<file path="src/rtl/hc8_dma.sv">
// ============================================================================
// hc8_dma : single-channel byte-copy DMA controller for the HC8 system bus.
// Optional build macro HC8_DMA_FILL_EN adds a constant-fill mode.
// Revision: 1.0
// ============================================================================
`default_nettype none

module hc8_dma #(
    parameter int GRANT_WAIT = 2
) (
    input  logic        clk,
    input  logic        reset,
`ifdef HC8_DMA_FILL_EN
    input  logic        i_fill,
    input  logic [7:0]  i_fill_value,
`endif
    input  logic        i_start,
    input  logic [15:0] i_src_addr,
    input  logic [15:0] i_dst_addr,
    input  logic [15:0] i_length,
    input  logic        i_abort,
    output logic        o_busy,
    output logic        o_done,
    output logic        o_nDMA_REQ,
    output logic [15:0] o_addr_out,
    output logic        o_addr_oe,
    input  logic [7:0]  i_data_in,
    output logic [7:0]  o_data_out,
    output logic        o_data_oe,
    output logic        o_nRAM_RD,
    output logic        o_nRAM_WR
);

    localparam int            C_WW        = $clog2(GRANT_WAIT + 1);
    localparam logic [C_WW-1:0] C_WAIT_LAST = C_WW'(GRANT_WAIT - 1);

    typedef enum logic [2:0] {
        S_IDLE  = 3'd0,
        S_REQ   = 3'd1,
        S_READ  = 3'd2,
        S_WRITE = 3'd3,
        S_DONE  = 3'd4
    } state_t;

    state_t          r_state;
    state_t          w_next;
    logic [15:0]     r_src;
    logic [15:0]     r_dst;
    logic [15:0]     r_rem;
    logic [7:0]      r_byte;
    logic [C_WW-1:0] r_wait;
    logic            r_abort_pend;
    logic            w_abort;
    logic            w_fill;
    logic [7:0]      w_wdata;
    logic            w_rd;
    logic            w_wr;

`ifdef HC8_DMA_FILL_EN
    logic            r_fill;
    logic [7:0]      r_fill_value;

    assign w_fill  = r_fill;
    assign w_wdata = r_fill ? r_fill_value : r_byte;
`else
    assign w_fill  = 1'b0;
    assign w_wdata = r_byte;
`endif

    // An abort seen in the current cycle counts the same as one already pending.
    assign w_abort = r_abort_pend | i_abort;

    always_comb begin
        w_next = r_state;
        case (r_state)
            S_IDLE: begin
                if (i_start) begin
                    w_next = (i_length == 16'd0) ? S_DONE : S_REQ;
                end
            end
            S_REQ: begin
                if (w_abort) begin
                    w_next = S_DONE;
                end else if (r_wait == C_WAIT_LAST) begin
                    w_next = w_fill ? S_WRITE : S_READ;
                end
            end
            S_READ:  w_next = S_WRITE;
            S_WRITE: begin
                if (r_rem == 16'd1 || w_abort) begin
                    w_next = S_DONE;
                end else begin
                    w_next = w_fill ? S_WRITE : S_READ;
                end
            end
            S_DONE:  w_next = S_IDLE;
            default: w_next = S_IDLE;
        endcase
    end

    always_ff @(posedge clk or posedge reset) begin
        if (reset) begin
            r_state      <= S_IDLE;
            r_src        <= 16'h0000;
            r_dst        <= 16'h0000;
            r_rem        <= 16'h0000;
            r_byte       <= 8'h00;
            r_wait       <= '0;
            r_abort_pend <= 1'b0;
`ifdef HC8_DMA_FILL_EN
            r_fill       <= 1'b0;
            r_fill_value <= 8'h00;
`endif
        end else begin
            r_state <= w_next;
            if (r_state == S_IDLE) begin
                r_abort_pend <= 1'b0;
            end else begin
                r_abort_pend <= r_abort_pend | i_abort;
            end
            case (r_state)
                S_IDLE: begin
                    if (i_start && i_length != 16'd0) begin
                        r_src  <= i_src_addr;
                        r_dst  <= i_dst_addr;
                        r_rem  <= i_length;
                        r_wait <= '0;
`ifdef HC8_DMA_FILL_EN
                        r_fill       <= i_fill;
                        r_fill_value <= i_fill_value;
`endif
                    end
                end
                S_REQ:   r_wait <= r_wait + 1'b1;
                S_READ:  r_byte <= i_data_in;
                S_WRITE: begin
                    r_src <= r_src + 16'd1;
                    r_dst <= r_dst + 16'd1;
                    r_rem <= r_rem - 16'd1;
                end
                default: ;
            endcase
        end
    end

    assign w_rd = (r_state == S_READ);
    assign w_wr = (r_state == S_WRITE);

    assign o_busy     = (r_state != S_IDLE);
    assign o_done     = (r_state == S_DONE);
    assign o_nDMA_REQ = !((r_state == S_REQ) || w_rd || w_wr);
    assign o_addr_oe  = w_rd | w_wr;
    assign o_addr_out = w_rd ? r_src : (w_wr ? r_dst : 16'h0000);
    assign o_data_oe  = w_wr;
    assign o_data_out = w_wr ? w_wdata : 8'h00;
    assign o_nRAM_RD  = !w_rd;
    // Write strobe only in the clock-low half so address and data settle first.
    assign o_nRAM_WR  = !(w_wr & !clk);

endmodule

`default_nettype wire

</file>
<file path="config.mk">
export PLATFORM = sky130hd
export DESIGN_NAME = hc8_dma
export DESIGN_NICKNAME = d
export VERILOG_FILES = /design/src/rtl/hc8_dma.sv
export SDC_FILE = /design/constraint.sdc
export NUM_CORES = 1
export LEC_CHECK = 0
export CORE_ASPECT_RATIO = 1.75
export CORE_UTILIZATION = 25
export DETAILED_ROUTE_END_ITERATION = 8
export PLACE_DENSITY_LB_ADDON = 0.25
export SLEW_MARGIN = 20
export SYNTH_ARGS = -nofsm -noshare
export SYNTH_HDL_FRONTEND = slang
export SYNTH_SLANG_ARGS = --single-unit
export TNS_END_PERCENT = 1
</file>
<file path="constraint.sdc">
create_clock -name clk -period 3.75 [get_ports clk]
set_clock_uncertainty 0.1 [all_clocks]
set_input_delay 0.375 -clock clk [delete_from_list [all_inputs] [get_ports clk]]
set_output_delay 0.375 -clock clk [all_outputs]
set_load 0.02 [all_outputs]
</file>
==> metrics.txt <==
cell with the most instances after synthesis dfrtp_1; Core ar. between 0.01 and 0.015 sq mm; Slew Limit Headroom 39.6%; R2R Path End r_src[3]; Post-DP HPWL roughly 9300 microns; synthesized instance count approximately 420; gpl congestion roughly 0.87; Overall Power about 4400 uW; worst skew pair latency 0.44 ns; Initial DRC Count between 200 and 250; GRT Util Overall between 10% and 20%; layout cell share with drive strength beyond 1 10.0%; WL/cell around 18 microns; largest fanout of any net on the critical path 2; First-pass DRT Iterations 5; Tightest Pin Transition 0.900 ns; initial antenna violation count 0; number of remaining DRC errors 0; Syn Nets between 400 and 500; setup tns final 0 ns; wl on met1 around 4700 microns; main area contributors after synthesis dfrtp_1 42%, mux2i_1 5.2%, nand2_1 4.4%, nor2_1 4.4%, nand3_1 3.9%; met3 WL post-DR around 430 microns; mapped cell area about 0.0037 sq mm; CP startpoint kind clock port; DR vias/cell between 5 and 6; CP Class clk -> out; fin cells 700; Max VDD drop ~0.0003 V; RSZ-0062 raised after global routing no; Synth Flop Type dfrtp_1; die area between 0.015 and 0.02 sq mm; Post-synth EDFFs 0; vias post-DR between 3000 and 4000; uppermost layer routed met4; pre-CTS setup slack around 0.63 ns; post-CTS setup buffer count 0; Yosys warning total 0; share of Yosys cell area claimed by the top area cell type roughly 42%; Layout area overhead 42.8%; CP endpoint kind primary output; Setup violations, final 0; Synth Area per Inst approximately 8.7 sq um; Critical Path AT between 2 and 3 ns; clock-pin slew on the worst setup and hold paths ~0.050 ns; Met2 Wirelength 6840 microns; Final Util a little over a third; Hold WC Path Type in -> async; status finished clean; # Max-Cap Violations 0; Synth cell types about 50; Cell Pwr Density 831 mW/mm^2; Final ANT Viol Nets 0; Die H between 150 and 200 microns; FP Rows 58; Post-Place Cells ~680; most frequent cells after synthesis 62 x dfrtp_1, 43 x nand2_1, 43 x nor2_1; post_cts resized 0; Crit Reg-Reg Startpoint r_state[0]; Leakage 0.00208 uW; Worst Path Required 3.27 ns; Initial Util about a quarter; Seq/Total Area, Yosys 42.1%; FF+latch count, synth 62; final worst slack 0.469 ns; fin. max-slew vios 0; CTS tree yes; largest net degree at the start of global routing 35; vias in the first global route roughly 3800; WL final about 12000 microns; diode count 0; CTS hold repair buffers 0; global-route wire length before repair approximately 20000 microns; Final Net Count 580; gr ovfl total 0; Hold Vio Cnt, Final 0; DIE WIDTH roughly 94 microns; PortBufs 90; Worst R2R Setup Slack approximately 1.1 ns; Filler cells about 1500; FF-to-FF path depth 6; Async S/R FF share, synth between 90% and 100%; I/O pins between 90 and 100; cell type with the largest total area after synthesis dfrtp_1
==> per-layer routing <==
metal  vias up  GRT usage [%]
met3        26           3.64
met5         -              0
met4         0           12.2
li1       1757              -
met1      1787           18.1
met2       104           30.9
==> critical path, stage by stage <==
cell	delay, ns
clkbuf_16	0.12
clkbuf_16	0.12
nand2b_1	0.12
clkdlybuf4s50_1	0.56
==> power by group <==
part / total, uW / switching (uW) / internal, uW
sequential: 1400 / 397 / 1000
combinational: 1780 / 984 / 793
clock: 1200 / 329 / 874
total: 4380 / 1710 / 2670
==> kinds of logic after synthesis <==
| family | Yosys count | synth area share, % |
|---|---|---|
| AO/OA/AOI/OAI | 101 | 18.1 |
| flip-flops | 62 | 42.1 |
| multiplexers | 28 | 7.90 |
| XOR/XNOR | 2 | 0.475 |
| buffers and inverters | 39 | 4.17 |
| AND/OR/NAND/NOR | 185 | 25.6 |
| adder cells (fa/ha/maj) | 5 | 1.70 |
==> sequential cells by signal, indices dropped and copies added (netlist names) <==
| name | cells |
|---|---|
| r_dst | 16 |
| r_rem | 16 |
| r_src | 16 |
| r_byte | 8 |
| r_state | 3 |
| r_wait | 2 |
| r_abort_pend | 1 |
==> per-stage QoR <==
stage / hold slack (ns) / instance area (sq um)
2_1_floorplan: 0.347 / 3690
3_3_place_gp: 0.364 / 4820
3_5_place_dp: 0.388 / 4820
4_1_cts: 0.297 / 5270
5_1_grt: 0.326 / 5270
6_report: 0.258 / 5270
==> worst max path at each step <==
stage / startpoint / endpoint / slack (ns) / depth (start not counted)
after floorplan: clk / o_nRAM_WR / 1.19 / 1
after global placement: i_length[8] / r_dst[6] / 0.60 / 6
after detailed placement: i_length[8] / r_dst[6] / 0.63 / 6
after CTS: clk / o_nRAM_WR / 0.46 / 4
after global routing: clk / o_nRAM_WR / 0.44 / 4
final: clk / o_nRAM_WR / 0.47 / 4
==> layout by cell type (no fill, tap or decap), types with 2 or more instances in the layout <==
master,synthesis,routed
a211oi_1,7,7
a21o_1,3,3
a21oi_1,20,20
a221o_1,4,4
a311oi_1,3,3
a31oi_1,6,6
a32oi_1,3,3
and2_1,9,9
and3_1,4,4
and4_1,3,3
buf_4,0,10
bufinv_16,0,4
clkbuf_16,0,12
clkdlybuf4s50_1,0,90
dfrtp_1,62,62
ha_1,5,5
inv_1,17,16
mux2_2,9,9
mux2i_1,19,19
nand2_1,43,43
nand3_1,29,29
nand3b_1,3,3
nand4_1,9,9
nand4b_1,4,4
nor2_1,43,43
nor3_1,15,15
nor4_1,8,8
o211ai_1,13,13
o21ai_0,25,25
o221a_2,2,2
o22ai_1,5,5
o311ai_0,2,2
o32ai_1,2,2
or3_1,5,5
or4_2,2,2
xor2_1,2,2
==> final cells by class <==
type,instances,area (sq um),share of cell area (%)
clock buffers,14,324,6.15
multi-input cells,321,1980,37.7
flip-flops and latches,62,1550,29.5
inverters,17,63.8,1.21
clock inverters,6,133,2.52
well taps,180,225,4.28
repair buffers,100,986,18.7
No activity file was read; power rests on OpenSTA's default activity.
==> patch 1, RTL diff (config.mk and constraints unchanged) <==
The option `HC8_DMA_FILL_EN` is turned on by a define.
--- a/src/rtl/hc8_dma.sv
+++ b/src/rtl/hc8_dma.sv
@@ -6,2 +6,4 @@
 `default_nettype none
+
+`define HC8_DMA_FILL_EN
 
Ports: changed (added i_fill and i_fill_value); port bits go from 91 to 100. No check against the original RTL was run, so the function may have changed too.
==> patch 1 against the unedited design <==
Total power rose by 3.4%. Synthesized area rose by 11%. Sequential cell count increased by 9. Sequential power increased by 15%. Cell count increased by 7.3%. Cell area rose by 6.8%. Wire length rose by 0.68%. Critical path type is now flip-flop to primary output. Worst setup slack lost 91 ps.
==> patch 1: results (changes against the unedited design) <==
Outcome
  • Outcome: finished clean

Final layout
  • Share of cells above drive strength 1: 9.07% (-0.93 points)
  • Ant diodes: 0 (unchanged)
  • Largest regs: r_dst: 16 flops, r_rem: 16 flops, r_src: 16 flops
  • Fill count: 1606 (+7.5%)
  • Nets: 632 (+9.0%)

Synthesis
  • Synth area leaders: dfrtp_1, nand2_1, nand3_1
  • Syn nets: 539 (+11%)
  • Sequential fraction of the synthesis area: 43.5% (+1.5 points)
  • Unique masters post-synth: 60 (+22%)
  • Ys Warns: 0 (unchanged)
  • Asr flop ratio synth: 100% (unchanged)
  • Top FF cell, synth: dfrtp_1
  • Top post-synthesis cells by count: nand2_1, dfrtp_1, nor2_1

Power and ir drop
  • LEAKAGE: 0.00223 µW (+7.6%)
  • VDD IR-drop max: 0.265 mV (-12%)
  • Pint: 2730 µW (+2.2%)

Critical path
  • Worst EP arrival: 2900 ps (+90 ps)
  • CP delay by family, top: buffers and inverters
  • Critical path fanouts, max: 44 (+42)
  • Max incr delay on CP: 690 ps (+130 ps)
  • Slowest library cell on the worst path: dfrtp_1

GRT
  • Vias in the first global route: 3957 (+4.2%)
  • Largest net degree at the start of global routing: 45 (+29%)
  • All-Layer GR Usage: 15.5% (-2.0 points)
  • Initial antenna violation count: 0 (unchanged)
  • First-pass GRT wire length: 20.2 mm (+0.89%)

CTS
  • CTS resizes: 0 (unchanged)
  • Clock-pin transition on the worst setup and hold timing paths: approximately 60 ps
  • Post-CTS Setup Bufs: 0 (unchanged)
  • Worst-Skew Late Latency: 440 ps (about the same)

STA
  • Worst slew pin tran: 816 ps (-83.4 ps)

Route
  • Vias/cell: 5.15 (-2.0%)
  • Mean routed wirelength per cell: 16.7 µm (-6.2%)
  • DRT iter0 DRCs: 217 (+0.46%)
  • Pre-Repair DR Iteration Count: 5 (unchanged)

Place
  • I/O Buffers: 99 (+10%)
  • DP HPWL: 9.29 mm (about the same)
  • RD Place Congestion: 0.789 (-9.8%)
  • Placed inst area: 0.00524 mm² (+8.7%)
  • Dpl ws: 734 ps (+108 ps)

Hold path
  • Worst hold path type: input pin to async pin
## patch 1: cell types whose count changed after synthesis, moves of 6 or more
cell,before,now
mux2i_1,19,11
buf_2,6,14
nand3_1,29,38
clkbuf_1,13,7
and2_1,9,2
nand2_1,43,75
a22o_1,0,7
dfrtp_1,62,71
## patch 1: final cells by class
type	instances	area [µm²]	share of cell area [%]
multi-input combinational	350	2110	37.4
sequential	71	1780	31.6
timing repair buffer	105	1050	18.6
clock buffer	15	328	5.83
tap	189	236	4.20
clock inverter	4	70.1	1.25
inverter	17	63.8	1.13
## patch 1: path summary, 6_finish.rpt
check / start / to / slack, ps / cells after the start
max: r_state[0]$_DFFE_PP0P_ / o_addr_out[8] / 380 / 5
min: reset / r_byte[6]$_DFFE_PP0P_ / 310 / 2
max reg2reg: r_state[0]$_DFFE_PP0P_ / r_dst[9]$_DFFE_PP0P_ / 1200 / 6
min reg2reg: r_fill_value[1]$_DFFE_PP0P_ / r_fill_value[1]$_DFFE_PP0P_ / 380 / 2
max in group asynchronous: reset / r_dst[3]$_DFFE_PP0P_ / 2430 / 3
min in group clk: i_fill_value[1] / r_fill_value[1]$_DFFE_PP0P_ / 370 / 3
## patch 1: power groups by stage
stage / Sequential (µW) / Clock [µW] / Combinational (µW)
after floorplan: 1420 / 5.62 / 1410
after global placement: 1590 / 8.26 / 1820
after detailed placement: 1600 / 8.26 / 1860
final: 1610 / 1080 / 1840
after global routing: 1670 / 1130 / 2070
after CTS: 1600 / 1110 / 1870
## patch 1: logic make-up (layout without fill, tap and decap cells)
kind of cell / count (synthesis) / after routing / share of synthesized area (%)
mux: 19 / 19 / 4.90
compound gates: 109 / 109 / 18.5
buf+inv: 44 / 141 / 5.18
simple gates: 217 / 217 / 26.4
fa+ha+maj: 5 / 5 / 1.53
flops: 71 / 71 / 43.5
## patch 1: stage by stage
stage               hold WS (ps)  std cells
floorplan                    345        465
global placement             366        733
detailed placement           367        733
CTS                          344        751
global route                 370        751
finish                       312        751
## patch 1: routing by layer
layer | GRT usage (%) | up-vias | share of wire [%]
met5 | 0 | - | 0
met4 | 7.79 | 0 | 2.6
met3 | 3.51 | 23 | 5.8
met2 | 26.8 | 139 | 51
met1 | 17.9 | 1818 | 40
li1 | - | 1884 | -
==> patch 2, RTL diff (same settings) <==
Without the edit above. Encoding of `state_t`: now one-hot (5 bits for 5 states).
--- a/src/rtl/hc8_dma.sv
+++ b/src/rtl/hc8_dma.sv
@@ -36,8 +36,8 @@
 
-    typedef enum logic [2:0] {
-        S_IDLE  = 3'd0,
-        S_REQ   = 3'd1,
-        S_READ  = 3'd2,
-        S_WRITE = 3'd3,
-        S_DONE  = 3'd4
+    typedef enum logic [4:0] {
+        S_IDLE  = 5'b00001,
+        S_REQ   = 5'b00010,
+        S_READ  = 5'b00100,
+        S_WRITE = 5'b01000,
+        S_DONE  = 5'b10000
     } state_t;
Behaviour: no difference found for any inputs over 10 cycles, from zero or initial values and one cycle with reset high; not proved beyond that.
==> patch 2 against the unedited design <==
Total power decreased by 20%. Utilization fell by 1.3 points. Non-clock buffer count down 3. Count of clock-buffer cells in the layout grew 4. Die area grew 4.4%. Via count is 3.9% higher. Worst setup slack worse by 4.3 ps. Sequential share of layout area up 0.80 points. Wire length increased by 0.92%. Register-to-register slack better by 20 ps. Cell area increased by 0.57%. Sequential cell count increased by 2. Synthesized area grew 4.5%. Critical path type unchanged.
==> patch 2: results (changes against the unedited design) <==
Route
  • Post-Route WL: 12.6 mm (+0.92%)
  • Pre-Repair DR Iteration Count: 4 (-1)
  • DRT iter0 DRCs: 218 (+0.93%)
  • Via count: 3818 (+3.9%)
  • Vias/cell: 5.21 (-0.76%)

Place
  • Placed inst area: 0.00489 mm² (+1.4%)
  • # placed instances: 714 (+4.8%)
  • DP HPWL: 8.85 mm (-4.8%)
  • Dpl ws: 738 ps (+112 ps)
  • RD Place Congestion: 0.821 (-6.1%)

Synthesis
  • Mux cell area share after synthesis: 0% (-7.9 points)
  • Top post-synthesis cells by count: nand2_1, dfrtp_1, nor2_1
  • Sequential fraction of the synthesis area: 41.6% (-0.49 points)
  • Synth Area in XOR/XNOR: 0.227% (-0.25 points)
  • Unique masters post-synth: 54 (+10%)
  • Syn nets: 525 (+7.8%)

Final layout
  • Share of cells above drive strength 1: 7.09% (-2.9 points)
  • Nets: 610 (+5.2%)

GRT
  • First-pass GRT wire length: 20.4 mm (+1.5%)
  • All-Layer GR Usage: 17.0% (-0.54 points)
  • Vias in the first global route: 4039 (+6.4%)

Power and ir drop
  • Clock-net power: 1100 µW (-8%)
  • Flop pwr share: 39.1% (+7.2 points)
  • LEAKAGE: 0.00205 µW (-1.4%)
  • Pint: 2230 µW (-17%)

Critical path
  • Path depth of the worst reg2reg path: 8 (+2)
  • Slowest library cell on the worst path: clkdlybuf4s50_1

Outcome
  • Outcome: finished clean

CTS
  • Clock-pin transition on the worst setup and hold timing paths: 50 ps (about the same)
  • Worst-Skew Late Latency: 440 ps (about the same)

STA
  • Worst slew pin tran: 746 ps (-154 ps)
-- patch 2: cell count changes after synthesis, sizes merged, moves of 10 or more --
| cell | change |
|---|---|
| nand2 | +27 |
| mux2i | -19 |
| a21oi | +12 |
| a22o | +10 |
| nor2 | +12 |
| o22ai | +11 |
-- patch 2: cells by family (layout without fill, tap and decap cells) --
group,Yosys count,after routing
AND/OR/NAND/NOR,216,216
adder cells (fa/ha/maj),5,5
XOR/XNOR,1,1
buffers and inverters,43,133
AO/OA/AOI/OAI,131,131
flip-flops,64,64
-- patch 2: layout make-up --
class	instances	area (µm²)
sequential	64	1600
fill	1555	9690
clock inverter	2	60.1
tap	183	229
multi-input combinational	353	2020
timing repair buffer	97	963
clock buffer	18	359
inverter	16	60.1
-- patch 2: metrics by stage --
step           total power, µW  utilization [%]
2_1_floorplan             2060                -
3_3_place_gp              2390             32.6
3_5_place_dp              2420             32.6
4_1_cts                   3540             35.3
5_1_grt                   3770             35.3
6_report                  3510             35.3
-- patch 2: final timing paths --
kind | from | end | slack (ps)
setup reg to reg | r_state[4]$_DFFE_PP0P_ | r_rem[15]$_DFFE_PP0P_ | 1140
hold / removal | reset | r_byte[2]$_DFFE_PP0P_ | 280
setup / recovery | clk | o_nRAM_WR | 460
min in group clk | i_data_in[7] | r_byte[7]$_DFFE_PP0P_ | 360
hold reg to reg | r_byte[5]$_DFFE_PP0P_ | r_byte[5]$_DFFE_PP0P_ | 360
max in group asynchronous | reset | r_src[7]$_DFFE_PP0P_ | 2340
-- patch 2: metal layers --
layer,part of all wire (%),GRT usage [%],vias to the layer above
met4,4.0,11.6,0
met1,39,18.9,1845
met2,53,29.0,105
li1,-,-,1837
met5,0,0,-
met3,3.7,2.29,31
